File: src/rtl/approx_mon_pkg.sv
// approx_mon_pkg
//   Shared definitions for the approximate-adder error monitor:
//   - state_t   : sweep FSM states
//   - err_cnt_w : width of the nonzero-error vector counter
//   - sum_err_w : width of the summed absolute error
package approx_mon_pkg;

  typedef enum logic [1:0] {
    IDLE  = 2'd0,
    DRIVE = 2'd1,
    EVAL  = 2'd2,
    DONE  = 2'd3
  } state_t;

  // Up to 2^in_w vectors can be in error, so one extra bit is needed.
  function automatic int err_cnt_w(input int in_w);
    return in_w + 1;
  endfunction

  // Worst case is 2^in_w vectors each at the maximum (2^out_w - 1) error.
  function automatic int sum_err_w(input int in_w, input int out_w);
    return in_w + out_w;
  endfunction

endpackage

File: src/rtl/exact_abs_err.sv
// exact_abs_err
//   Combinational reference operator: splits vec into two operands,
//   computes the exact sum and returns its absolute distance from the
//   approximate result. Replace this block to check other operators.
// Ports:
//   vec    in  IN_W   input vector, a = low half, b = high half
//   approx in  OUT_W  approximate circuit result
//   e      out OUT_W  |exact - approx|
module exact_abs_err #(
  parameter int IN_W  = 4,
  parameter int OUT_W = 3
) (
  input  logic [IN_W-1:0]  vec,
  input  logic [OUT_W-1:0] approx,
  output logic [OUT_W-1:0] e
);

  localparam int HALF = IN_W / 2;

  logic [HALF-1:0]  op_a;
  logic [HALF-1:0]  op_b;
  logic [OUT_W-1:0] exact;

  assign op_a  = vec[HALF-1:0];
  assign op_b  = vec[IN_W-1:HALF];
  assign exact = OUT_W'(op_a) + OUT_W'(op_b);

  // Compare first so the subtraction never underflows.
  assign e = (exact >= approx) ? (exact - approx) : (approx - exact);

endmodule

File: src/rtl/approx_error_monitor.sv
// approx_error_monitor
//   Sweeps every input vector through an external approximate adder,
//   compares each response with the exact sum and accumulates error
//   statistics (worst case, count, sum, first vector over threshold).
// Ports:
//   clk, rst      clock, synchronous active-high reset
//   start         begin a sweep (only honoured while idle)
//   vec_o         vector presented to the approximate circuit
//   vec_valid     vec_o is awaiting a response
//   approx_i      approximate result for vec_o
//   approx_valid  approx_i is valid (only taken while vec_valid=1)
//   busy, done    sweep in progress / sweep finished (held until next start)
//   max_err, err_cnt, sum_err, fail_vec, violation, timeout : results
module approx_error_monitor
  import approx_mon_pkg::*;
#(
  parameter int IN_W         = 4,
  parameter int OUT_W        = 3,
  parameter int ET           = 5,
  parameter int TIMEOUT      = 16,
  parameter bit STOP_ON_FAIL = 1'b0
) (
  input  logic                           clk,
  input  logic                           rst,
  input  logic                           start,
  output logic [IN_W-1:0]                vec_o,
  output logic                           vec_valid,
  input  logic [OUT_W-1:0]               approx_i,
  input  logic                           approx_valid,
  output logic                           busy,
  output logic                           done,
  output logic [OUT_W-1:0]               max_err,
  output logic [err_cnt_w(IN_W)-1:0]     err_cnt,
  output logic [sum_err_w(IN_W, OUT_W)-1:0] sum_err,
  output logic [IN_W-1:0]                fail_vec,
  output logic                           violation,
  output logic                           timeout
);

  localparam int CNT_W  = err_cnt_w(IN_W);
  localparam int SUM_W  = sum_err_w(IN_W, OUT_W);
  localparam int WAIT_W = $clog2(TIMEOUT + 1);

  state_t             state_reg;
  logic [IN_W-1:0]    vec_cnt_reg;
  logic [WAIT_W-1:0]  wait_reg;
  logic [OUT_W-1:0]   approx_reg;
  logic               vec_valid_reg;
  logic               busy_reg;
  logic               done_reg;
  logic [OUT_W-1:0]   max_err_reg;
  logic [CNT_W-1:0]   err_cnt_reg;
  logic [SUM_W-1:0]   sum_err_reg;
  logic [IN_W-1:0]    fail_vec_reg;
  logic               violation_reg;
  logic               timeout_reg;

  logic [OUT_W-1:0]   e;
  logic               over;
  logic               last_vec;

  // Error of the vector captured in DRIVE; only consumed in EVAL.
  exact_abs_err #(
    .IN_W  (IN_W),
    .OUT_W (OUT_W)
  ) u_exact_abs_err (
    .vec    (vec_cnt_reg),
    .approx (approx_reg),
    .e      (e)
  );

  assign over     = (32'(e) > ET);
  assign last_vec = (vec_cnt_reg == '1);

  always_ff @(posedge clk) begin
    if (rst) begin
      state_reg     <= IDLE;
      vec_cnt_reg   <= '0;
      wait_reg      <= '0;
      approx_reg    <= '0;
      vec_valid_reg <= 1'b0;
      busy_reg      <= 1'b0;
      done_reg      <= 1'b0;
      max_err_reg   <= '0;
      err_cnt_reg   <= '0;
      sum_err_reg   <= '0;
      fail_vec_reg  <= '0;
      violation_reg <= 1'b0;
      timeout_reg   <= 1'b0;
    end else begin
      case (state_reg)
        IDLE: begin
          if (start) begin
            vec_cnt_reg   <= '0;
            wait_reg      <= '0;
            max_err_reg   <= '0;
            err_cnt_reg   <= '0;
            sum_err_reg   <= '0;
            fail_vec_reg  <= '0;
            violation_reg <= 1'b0;
            timeout_reg   <= 1'b0;
            done_reg      <= 1'b0;
            busy_reg      <= 1'b1;
            vec_valid_reg <= 1'b1;
            state_reg     <= DRIVE;
          end
        end

        DRIVE: begin
          // vec_valid is always high here, so approx_valid alone marks a transfer.
          if (approx_valid) begin
            approx_reg    <= approx_i;
            vec_valid_reg <= 1'b0;
            state_reg     <= EVAL;
          end else if (wait_reg == WAIT_W'(TIMEOUT - 1)) begin
            // This is the TIMEOUT-th cycle without a response.
            timeout_reg   <= 1'b1;
            vec_valid_reg <= 1'b0;
            busy_reg      <= 1'b0;
            done_reg      <= 1'b1;
            state_reg     <= DONE;
          end else begin
            wait_reg <= wait_reg + WAIT_W'(1);
          end
        end

        EVAL: begin
          if (e > max_err_reg) max_err_reg <= e;
          sum_err_reg <= sum_err_reg + SUM_W'(e);
          if (e != '0) err_cnt_reg <= err_cnt_reg + CNT_W'(1);
          if (over) begin
            violation_reg <= 1'b1;
            if (!violation_reg) fail_vec_reg <= vec_cnt_reg;
          end

          if (last_vec || (STOP_ON_FAIL && over)) begin
            busy_reg  <= 1'b0;
            done_reg  <= 1'b1;
            state_reg <= DONE;
          end else begin
            vec_cnt_reg   <= vec_cnt_reg + IN_W'(1);
            wait_reg      <= '0;
            vec_valid_reg <= 1'b1;
            state_reg     <= DRIVE;
          end
        end

        DONE: begin
          // done_reg stays set into IDLE until the next accepted start.
          state_reg <= IDLE;
        end

        default: state_reg <= IDLE;
      endcase
    end
  end

  assign vec_o     = vec_cnt_reg;
  assign vec_valid = vec_valid_reg;
  assign busy      = busy_reg;
  assign done      = done_reg;
  assign max_err   = max_err_reg;
  assign err_cnt   = err_cnt_reg;
  assign sum_err   = sum_err_reg;
  assign fail_vec  = fail_vec_reg;
  assign violation = violation_reg;
  assign timeout   = timeout_reg;

endmodule

File: config.mk
export PLATFORM = sky130hd
export DESIGN_NAME = approx_error_monitor
export DESIGN_NICKNAME = d
export VERILOG_FILES = /design/src/rtl/approx_mon_pkg.sv /design/src/rtl/exact_abs_err.sv /design/src/rtl/approx_error_monitor.sv
export SDC_FILE = /design/constraint.sdc
export NUM_CORES = 1
export LEC_CHECK = 0
export CORE_ASPECT_RATIO = 0.5
export CORE_UTILIZATION = 35
export CTS_BUF_LIST = sky130_fd_sc_hd__clkbuf_16
export DETAILED_ROUTE_END_ITERATION = 10
export GPL_ROUTABILITY_DRIVEN = 0
export PLACE_DENSITY = 0.66
export SLEW_MARGIN = 20
export SYNTH_ARGS = -nofsm -noshare
export SYNTH_HDL_FRONTEND = slang
export SYNTH_SLANG_ARGS = --single-unit
File: constraint.sdc
create_clock -name clk -period 5.25 [get_ports clk]
set_input_delay 1.05 -clock clk [delete_from_list [all_inputs] [get_ports clk]]
set_output_delay 1.05 -clock clk [all_outputs]
set_load 0.005 [all_outputs]
; ---- Yosys cells after proc, flatten, opt, wreduce, memory -nomap -nowiden
; Index checks and enable logic that the tools add are counted.
[op_classes]
magnitude_cmp = 3
n_reduce_logical = 17
n_addsub = 7
eq_ne = 16
mux = 40
[op_table]
columns = op, count
row1 = $mux 5, 5
row2 = $ne 2x2->1 const B, 10
row3 = $mux 4, 4
row4 = $pmux 4 s2, 2
row5 = $pmux 5 s3, 1
row6 = $pmux 7 s2, 1
row7 = $reduce_and 3->1, 4
row8 = $reduce_and 4->1, 3
row9 = $mux 1, 11
row10 = $add 5x1->5 const B, 2
row11 = $pmux 5 s2, 1
row12 = $reduce_and 5->1, 2
row13 = $mux 3, 3
row14 = $pmux 1 s3, 3
row15 = $mux 2, 4
row16 = $pmux 2 s4, 1
row17 = $add 7x3->7, 1
row18 = $mux 7, 1
row19 = $pmux 3 s2, 1
row20 = $reduce_and 2->1, 3
row21 = $reduce_bool 3->1, 2
row22 = $sub 3x3->3, 2
row23 = $eq 5x4->1 const B, 1
row24 = $add 4x1->4 const B, 1
row25 = 11 further kinds, 14
[totals]
register_bits = 38
word_cells = 96

; ---- Depth between registers and ports, before layout
; Gate-level depths: netlist (run 1).
[logic_depth]
word_depth = 6
ltp_mapped = 16
depth_no_buf = 15

; ---- Cells and area by module
; A second synthesis (run 1) with hierarchy kept.
[hier_totals]
hier_cells = 260
area_unflattened_um2 = 2268.4
[modules_own_cells]
columns = module, cells_per_inst, instances, area_per_inst_um2, seq_area_each_um2
row1 = approx_error_monitor, 227, 1, 1990.7, 760.7
row2 = exact_abs_err, 33, 1, 277.8, 0.0

; ---- Worst setup path before layout (run 1)
; Ideal clock, no wire load.
[synth_path]
kind = register to register
startpoint = register vec_cnt_reg[2] (netlist: vec_o[2])
endpoint = register sum_err_reg[5] (netlist: sum_err[5])
t_arrival_ps = 3287
required_time_ps = 5115
path_buffers = 0
setup_time_ps = 135
setup_slack_ps = 1828
path_stages_with_launch = 16
synth_period_minus_slack_ps = 3422
path_cell_list = dfxtp_1 > ha_1 > inv_1 > fa_1 > inv_1 > ha_1 > nand2_1 > o21ai_1 > mux2i_1 > and2_1 > ha_1 > and2_1 > o221a_2 > o211ai_1 > xor2_1 > nor2_1
[synth_between]
elab_chain_cells = 5
[synth_rtl]
columns = item, line_no
row1 = from (decl), approx_error_monitor.sv:45  ; logic [IN_W-1:0] vec_cnt_reg;
row2 = from (signal assigned), approx_error_monitor.sv:141  ; vec_cnt_reg <= vec_cnt_reg + IN_W'(1);
row3 = $add 2x2->3 (*), exact_abs_err.sv:26  ; assign exact = OUT_W'(op_a) + OUT_W'(op_b);
row4 = $sub 3x3->3 / $ge 3x3->1 (equally long branches), exact_abs_err.sv:29  ; assign e = (exact >= approx) ? (exact - approx) : (approx - exact);
row5 = $mux 3 (*), exact_abs_err.sv:29
row6 = $add 7x3->7 (*), approx_error_monitor.sv:129  ; sum_err_reg <= sum_err_reg + SUM_W'(e);
row7 = $pmux 7 s2 (*), approx_error_monitor.sv:91  ; case (state_reg)
row8 = to (signal assigned), approx_error_monitor.sv:129
row9 = to (decl), approx_error_monitor.sv:53  ; logic [SUM_W-1:0] sum_err_reg;
; Every way passes the cells marked *; elsewhere a longest branch is shown, timed or not.
; A chain may end at the register's enable or synchronous reset.

; ---- Final worst setup path (run 1)
; Ends and elaborated chain as after synthesis.

==> impl_metrics.env, run 1 <==
export IMPL_ant_nets=0
export IMPL_core_mm2=0.00621
export IMPL_path_clk_slew_ns=0.06
export IMPL_grt_overflow=0
export IMPL_grt_pass1_vias=1906
export IMPL_path_class="reg2reg"
export IMPL_largest_reg_flops=7
export IMPL_htreeDepth=2
export IMPL_r2r_slack_ns=1.56
export IMPL_fp_dieH_um=59.3
export IMPL_cts_resized=0
export IMPL_synth_common_cells="nand2_1, dfxtp_1, nor2_1, a21oi_1"
export IMPL_power_density_mw_per_mm2=355
export IMPL_worst_skew_pair_late_latency_ns=0.28
export IMPL_ys_warn_count=0
export IMPL_yosysTopAreaCell="dfxtp_1"
export IMPL_dp_hpwl_um=3670
export IMPL_die_x_um=117
export IMPL_synth_ff_type="dfxtp_1"
export IMPL_fmaxAchievable_mhz=271
export IMPL_start_kind="flip-flop"
export IMPL_start_util_pct=37.0
export IMPL_ys_types=47
export IMPL_synth_top_family_by_area="simple AND/OR/NAND/NOR gates"
export IMPL_first_iter_violations=105
export IMPL_num_vias=2022
export IMPL_clk_path_buf_depth=2
export IMPL_num_fill_cells=597
export IMPL_wl_um=5050
export IMPL_cp_end_kind="flip-flop"
export IMPL_relSlewSlack_pct=30.2
export IMPL_synth_xor_xnor_area_share_pct=2.67
export IMPL_numCtsBuffers=5
export IMPL_syn_instance_count=279
export IMPL_insertedDiodeCount=0
export IMPL_multi_input_area_mm2=0.00141
export IMPL_rsz0062_at_grt="false"
export IMPL_routed_via_density=5.06
export IMPL_tritoncts="built"
export IMPL_rows=20
export IMPL_hp_class="reg2reg"
export IMPL_synth_seq_area_share_pct=33.1
export IMPL_cp_arrival_ns=3.84
export IMPL_io_buffers=34
export IMPL_synthArstFlopShare_pct=0
export IMPL_status="completed"
export IMPL_grt_usage_pct=15.7
export IMPL_power_leakage_uw=0.00108
export IMPL_synth_top_cell_area_share_pct=33.1
export IMPL_post_cts_buffers=0
export IMPL_whs_ns=0.459
export IMPL_period_share_pct=70.4
export IMPL_crit_fanout=7
export IMPL_antenna_found_initial=0
export IMPL_hold_violations=0
export IMPL_ios=35
export IMPL_synth_simple_area_share_pct=23.8
export IMPL_ctsHoldBuffers=0
export IMPL_clock_sinks=38
export IMPL_worstMarginPinSlew_ns=1.04
export IMPL_syn_avg_cell_area_um2=8.23
export IMPL_synth_compound_area_share_pct=16.3
export IMPL_grt_max_degree=31
export IMPL_first_pass_iters=4
export IMPL_final_nets=341
export IMPL_synth_most_common_cell="nand2_1"
export IMPL_cp_data_required_time_ns=5.39
export IMPL_synthAdderAreaFrac_pct=13.5
export IMPL_synth_nets=309
export IMPL_cts_root_buf="clkbuf_16"
export IMPL_vdd_drop_max_mv=0.131
export IMPL_synth_area_leaders="dfxtp_1, ha_1, nand2_1"
export IMPL_grt_pass1_wl_um=8410
export IMPL_drive_gt1_share_pct=5.13
export IMPL_regArea_um2=761
export IMPL_synth_edf_count=0
export IMPL_period_needed_ns=3.69
export IMPL_routedWlPerCell_um=12.6
export IMPL_syn_cell_area_mm2=0.00230
export IMPL_area_growth_synth_to_final_pct=23.9
export IMPL_worst_clock_skew_ns=0.00248
export IMPL_maxCapViolCount=0
export IMPL_design_die_area_mm2=0.00691
export IMPL_drc_errors=0
export IMPL_setup_viol=0
export IMPL_setup_tns_ns=0
export IMPL_drv_slew=0
export IMPL_synth_mux_area_fraction_pct=5.18
export IMPL_synth_seq_cells=38
## logic make-up after synthesis
group,count (synthesis)
simple gates,111
xor+xnor,7
mux,11
buf+inv,30
fa+ha+maj,23
compound gates,59
flops,38
## worst paths after layout
path / start / end / cells after the start
worst max-delay path: vec_o[2] / sum_err[5] / 15
worst min-delay path: approx_reg[2] / approx_reg[2] / 2
worst max register to register: vec_o[2] / sum_err[5] / 15
worst min register to register: approx_reg[2] / approx_reg[2] / 2
## where the power goes
group / internal [uW] / total (uW) / switching [uW]
combinational: 151 / 393 / 242
sequential: 313 / 334 / 20.2
clock: 171 / 284 / 112
total: 636 / 1010 / 375
## per-stage QoR
step                setup WS, ns  util [%]  total power [uW]  instances  area, um2
detailed placement          1.58      43.6               728        392       2710
global placement            1.72      43.6               719        392       2710
global route                1.23      45.8              1080        400       2840
floorplan                   1.83         -               638        279       2300
CTS                         1.55      45.8              1020        400       2840
finish                      1.56      45.8              1010        400       2840
## cell type report
| cell class | count | area share (%) |
|---|---|---|
| Sequential cell | 38 | 26.7 |
| Clock buffer | 5 | 4.40 |
| Multi-Input combinational cell | 211 | 49.7 |
| Tap cell | 88 | 3.87 |
| Clock inverter | 3 | 0.440 |
| Timing Repair Buffer | 35 | 12.2 |
| Inverter | 20 | 2.64 |
## critical path, stage by stage, from the launching register on
cell and delay (ns):
dfxtp_1 0.43, ha_1 0.18, inv_1 0.04, fa_1 0.52, inv_1 0.08, ha_1 0.27
nand2_1 0.09, o21ai_1 0.19, mux2i_1 0.35, and2_1 0.29, ha_1 0.28, and2_1 0.18
o221a_2 0.23, o211ai_1 0.20, xor2_1 0.16, nor2_1 0.05
## layout by cell type (no fill, tap or decap), types with 4 or more instances in the layout
cell,count
nand4_1,4
dfxtp_1,38
and2_1,4
inv_1,21
mux2i_1,6
clkdlybuf4s50_1,34
xor2_1,5
nor2_1,25
a21oi_1,21
or3_1,7
a31oi_1,6
mux2_2,4
nor2b_1,5
ha_1,20
nand2_1,39
clkbuf_16,5
nand3_1,10
o21ai_0,8
## routing by layer
metal	vias to the layer above	part of all wire, %	track usage [%]	wire (um)
met5	-	0	0	0
met4	0	1.1	6.15	57
met3	7	4.5	3.99	225
met2	34	47	26.9	2360
met1	937	48	19.2	2410
li1	1044	-	-	-
(Power assumes the default switching activity.)
==> run 2, diff against run 1 <==
--- a/config.mk
+++ b/config.mk
@@ -10,7 +10,7 @@
 export CTS_BUF_LIST = sky130_fd_sc_hd__clkbuf_16
 export DETAILED_ROUTE_END_ITERATION = 10
 export GPL_ROUTABILITY_DRIVEN = 0
-export PLACE_DENSITY = 0.66
+export PLACE_DENSITY = 0.68
 export SLEW_MARGIN = 20
 export SYNTH_ARGS = -nofsm -noshare
 export SYNTH_HDL_FRONTEND = slang
==> constraint.sdc (replaced) <==
create_clock -name clk -period 3.2 [get_ports clk]
set_input_delay 0.64 -clock clk [delete_from_list [all_inputs] [get_ports clk]]
set_output_delay 0.64 -clock clk [all_outputs]
set_load 0.005 [all_outputs]
==> run 2 against run 1 <==
  * Non-clock buffer count grew 12
  * Largest power group unchanged
  * Die area is the same
  * Critical path depth is the same
  * Clock-buffer cell count is the same
==> impl_metrics.env, run 2 (synthesis gave the netlist of run 1 again) <==
export IMPL_grt_pass1_wl_um=9110
export IMPL_grt_max_degree=24
export IMPL_met1_length_um=2550
export IMPL_maxCapViolCount=0
export IMPL_num_vias=2110
export IMPL_crit_fanout=5
export IMPL_ctsHoldBuffers=0
export IMPL_period_share_pct=99.9
export IMPL_rsz0062_at_grt="true"
export IMPL_wl_met2_um=2810
export IMPL_final_core_util_pct=50.5
export IMPL_worstMarginPinSlew_ns=0.841
export IMPL_cts_root_buf="clkbuf_16"
export IMPL_drc_errors=0
export IMPL_die_x_um=117
export IMPL_final_nets=353
export IMPL_multi_input_area_mm2=0.00158
export IMPL_routed_via_density=5.12
export IMPL_highest_layer="met4"
export IMPL_setup_viol=0
export IMPL_cp_end_kind="flip-flop"
export IMPL_ios=35
export IMPL_worst_clock_skew_ns=0.00417
export IMPL_start_util_pct=37.0
export IMPL_whs_ns=0.455
export IMPL_path_clk_slew_ns=0.06
export IMPL_finalPower_uw=1880
export IMPL_numCtsBuffers=5
export IMPL_htreeDepth=2
export IMPL_vdd_drop_max_mv=0.231
export IMPL_grt_usage_pct=17.0
export IMPL_num_fill_cells=573
export IMPL_insertedDiodeCount=0
export IMPL_start_kind="flip-flop"
export IMPL_largest_reg_flops=7
export IMPL_grt_overflow=0
export IMPL_design_die_area_mm2=0.00691
export IMPL_cp_arrival_ns=3.34
export IMPL_final_cell_mix="nand2_1, dfxtp_1, clkdlybuf4s50_1"
export IMPL_path_class="reg2reg"
export IMPL_clock_sinks=38
export IMPL_tritoncts="built"
export IMPL_core_mm2=0.00621
export IMPL_fp_dieH_um=59.3
export IMPL_antenna_found_initial=0
export IMPL_regArea_um2=769
export IMPL_worst_skew_pair_late_latency_ns=0.28
export IMPL_power_leakage_uw=0.00119
export IMPL_ant_nets=0
export IMPL_drv_slew=0
export IMPL_io_buffers=34
export IMPL_first_iter_violations=102
export IMPL_status="completed"
export IMPL_routedWlPerCell_um=13.7
export IMPL_dp_hpwl_um=4110
export IMPL_cp_data_required_time_ns=3.34
export IMPL_area_growth_synth_to_final_pct=36.4
export IMPL_relSlewSlack_pct=43.5
export IMPL_drive_gt1_share_pct=16.4
export IMPL_first_pass_iters=4
export IMPL_clk_path_buf_depth=2
export IMPL_grt_pass1_vias=2036
export IMPL_hold_violations=0
export IMPL_rows=20
export IMPL_final_common_cell="nand2_1"
export IMPL_power_density_mw_per_mm2=599
export IMPL_met3_length_um=192
export IMPL_period_needed_ns=3.20
export IMPL_fmaxAchievable_mhz=313
export IMPL_hp_class="reg2reg"
export IMPL_wl_um=5630
[run 2: critical path: stages, from the launching register on]
cell      delay, ns
dfxtp_4        0.35
ha_4           0.12
inv_2          0.03
fa_1           0.51
inv_2          0.07
ha_4           0.27
nand2_4        0.07
o21ba_4        0.23
mux2i_4        0.17
and2_4         0.24
ha_4           0.21
and2_4         0.16
o221a_4        0.24
o211ai_1       0.18
xor2_1         0.16
nor2_1         0.05
[run 2: stage by stage]
step	std cells	worst slack, ns	setup TNS [ns]	area (um2)
floorplan	279	-0.0137	-0.0137	2390
global placement	403	0.0401	0	2880
detailed placement	403	-0.0785	-0.165	2880
CTS	411	0.00761	0	3060
global route	412	-0.0906	-0.416	3130
finish	412	0.00235	0	3130
[run 2: where the power goes]
| part | internal [uW] | switching, uW | total, uW |
|---|---|---|---|
| clock network | 362 | 189 | 551 |
| logic | 334 | 443 | 777 |
| registers | 514 | 34.3 | 548 |
[run 2: worst paths after layout]
check / slack (ns) / cells after the start / to / from
worst max register to register: 0.002 / 15 / sum_err[5] / vec_o[2]
worst min register to register: 0.46 / 2 / approx_reg[2] / approx_reg[2]
worst max-delay path: 0.002 / 15 / sum_err[5] / vec_o[2]
worst min-delay path: 0.46 / 2 / approx_reg[2] / approx_reg[2]
[run 2: timing repair]
item / 4_1_cts / 5_1_grt
cloned: 0 / 0
gates resized for setup: 5 / 11
pin swaps: 3 / 6
buffers inserted: 0 / 1
setup endpoints to repair: 5 / 7
[run 2: final cells by class]
class / instances / share of cell area (%)
clock inverter: 3 / 1.20
tap: 88 / 3.52
multi-input combinational: 211 / 50.3
sequential: 38 / 24.6
clock buffer: 5 / 4.00
timing repair buffer: 47 / 14.0
inverter: 20 / 2.40
[run 2: routing by layer]
layer | GRT usage (%) | vias up
met2 | 31.6 | 39
met1 | 19.3 | 994
met3 | 4.29 | 10
li1 | - | 1067
met4 | 5.97 | 0
met5 | 0 | -
==> run 3, diff against run 2 <==
--- a/config.mk
+++ b/config.mk
@@ -5,6 +5,7 @@
 export SDC_FILE = /design/constraint.sdc
 export NUM_CORES = 1
 export LEC_CHECK = 0
+export CAP_MARGIN = 10
 export CORE_ASPECT_RATIO = 0.5
 export CORE_UTILIZATION = 35
 export CTS_BUF_LIST = sky130_fd_sc_hd__clkbuf_16
==> results of run 3 <==
The final DEF is identical to that of run 2; final timing and power are the same.
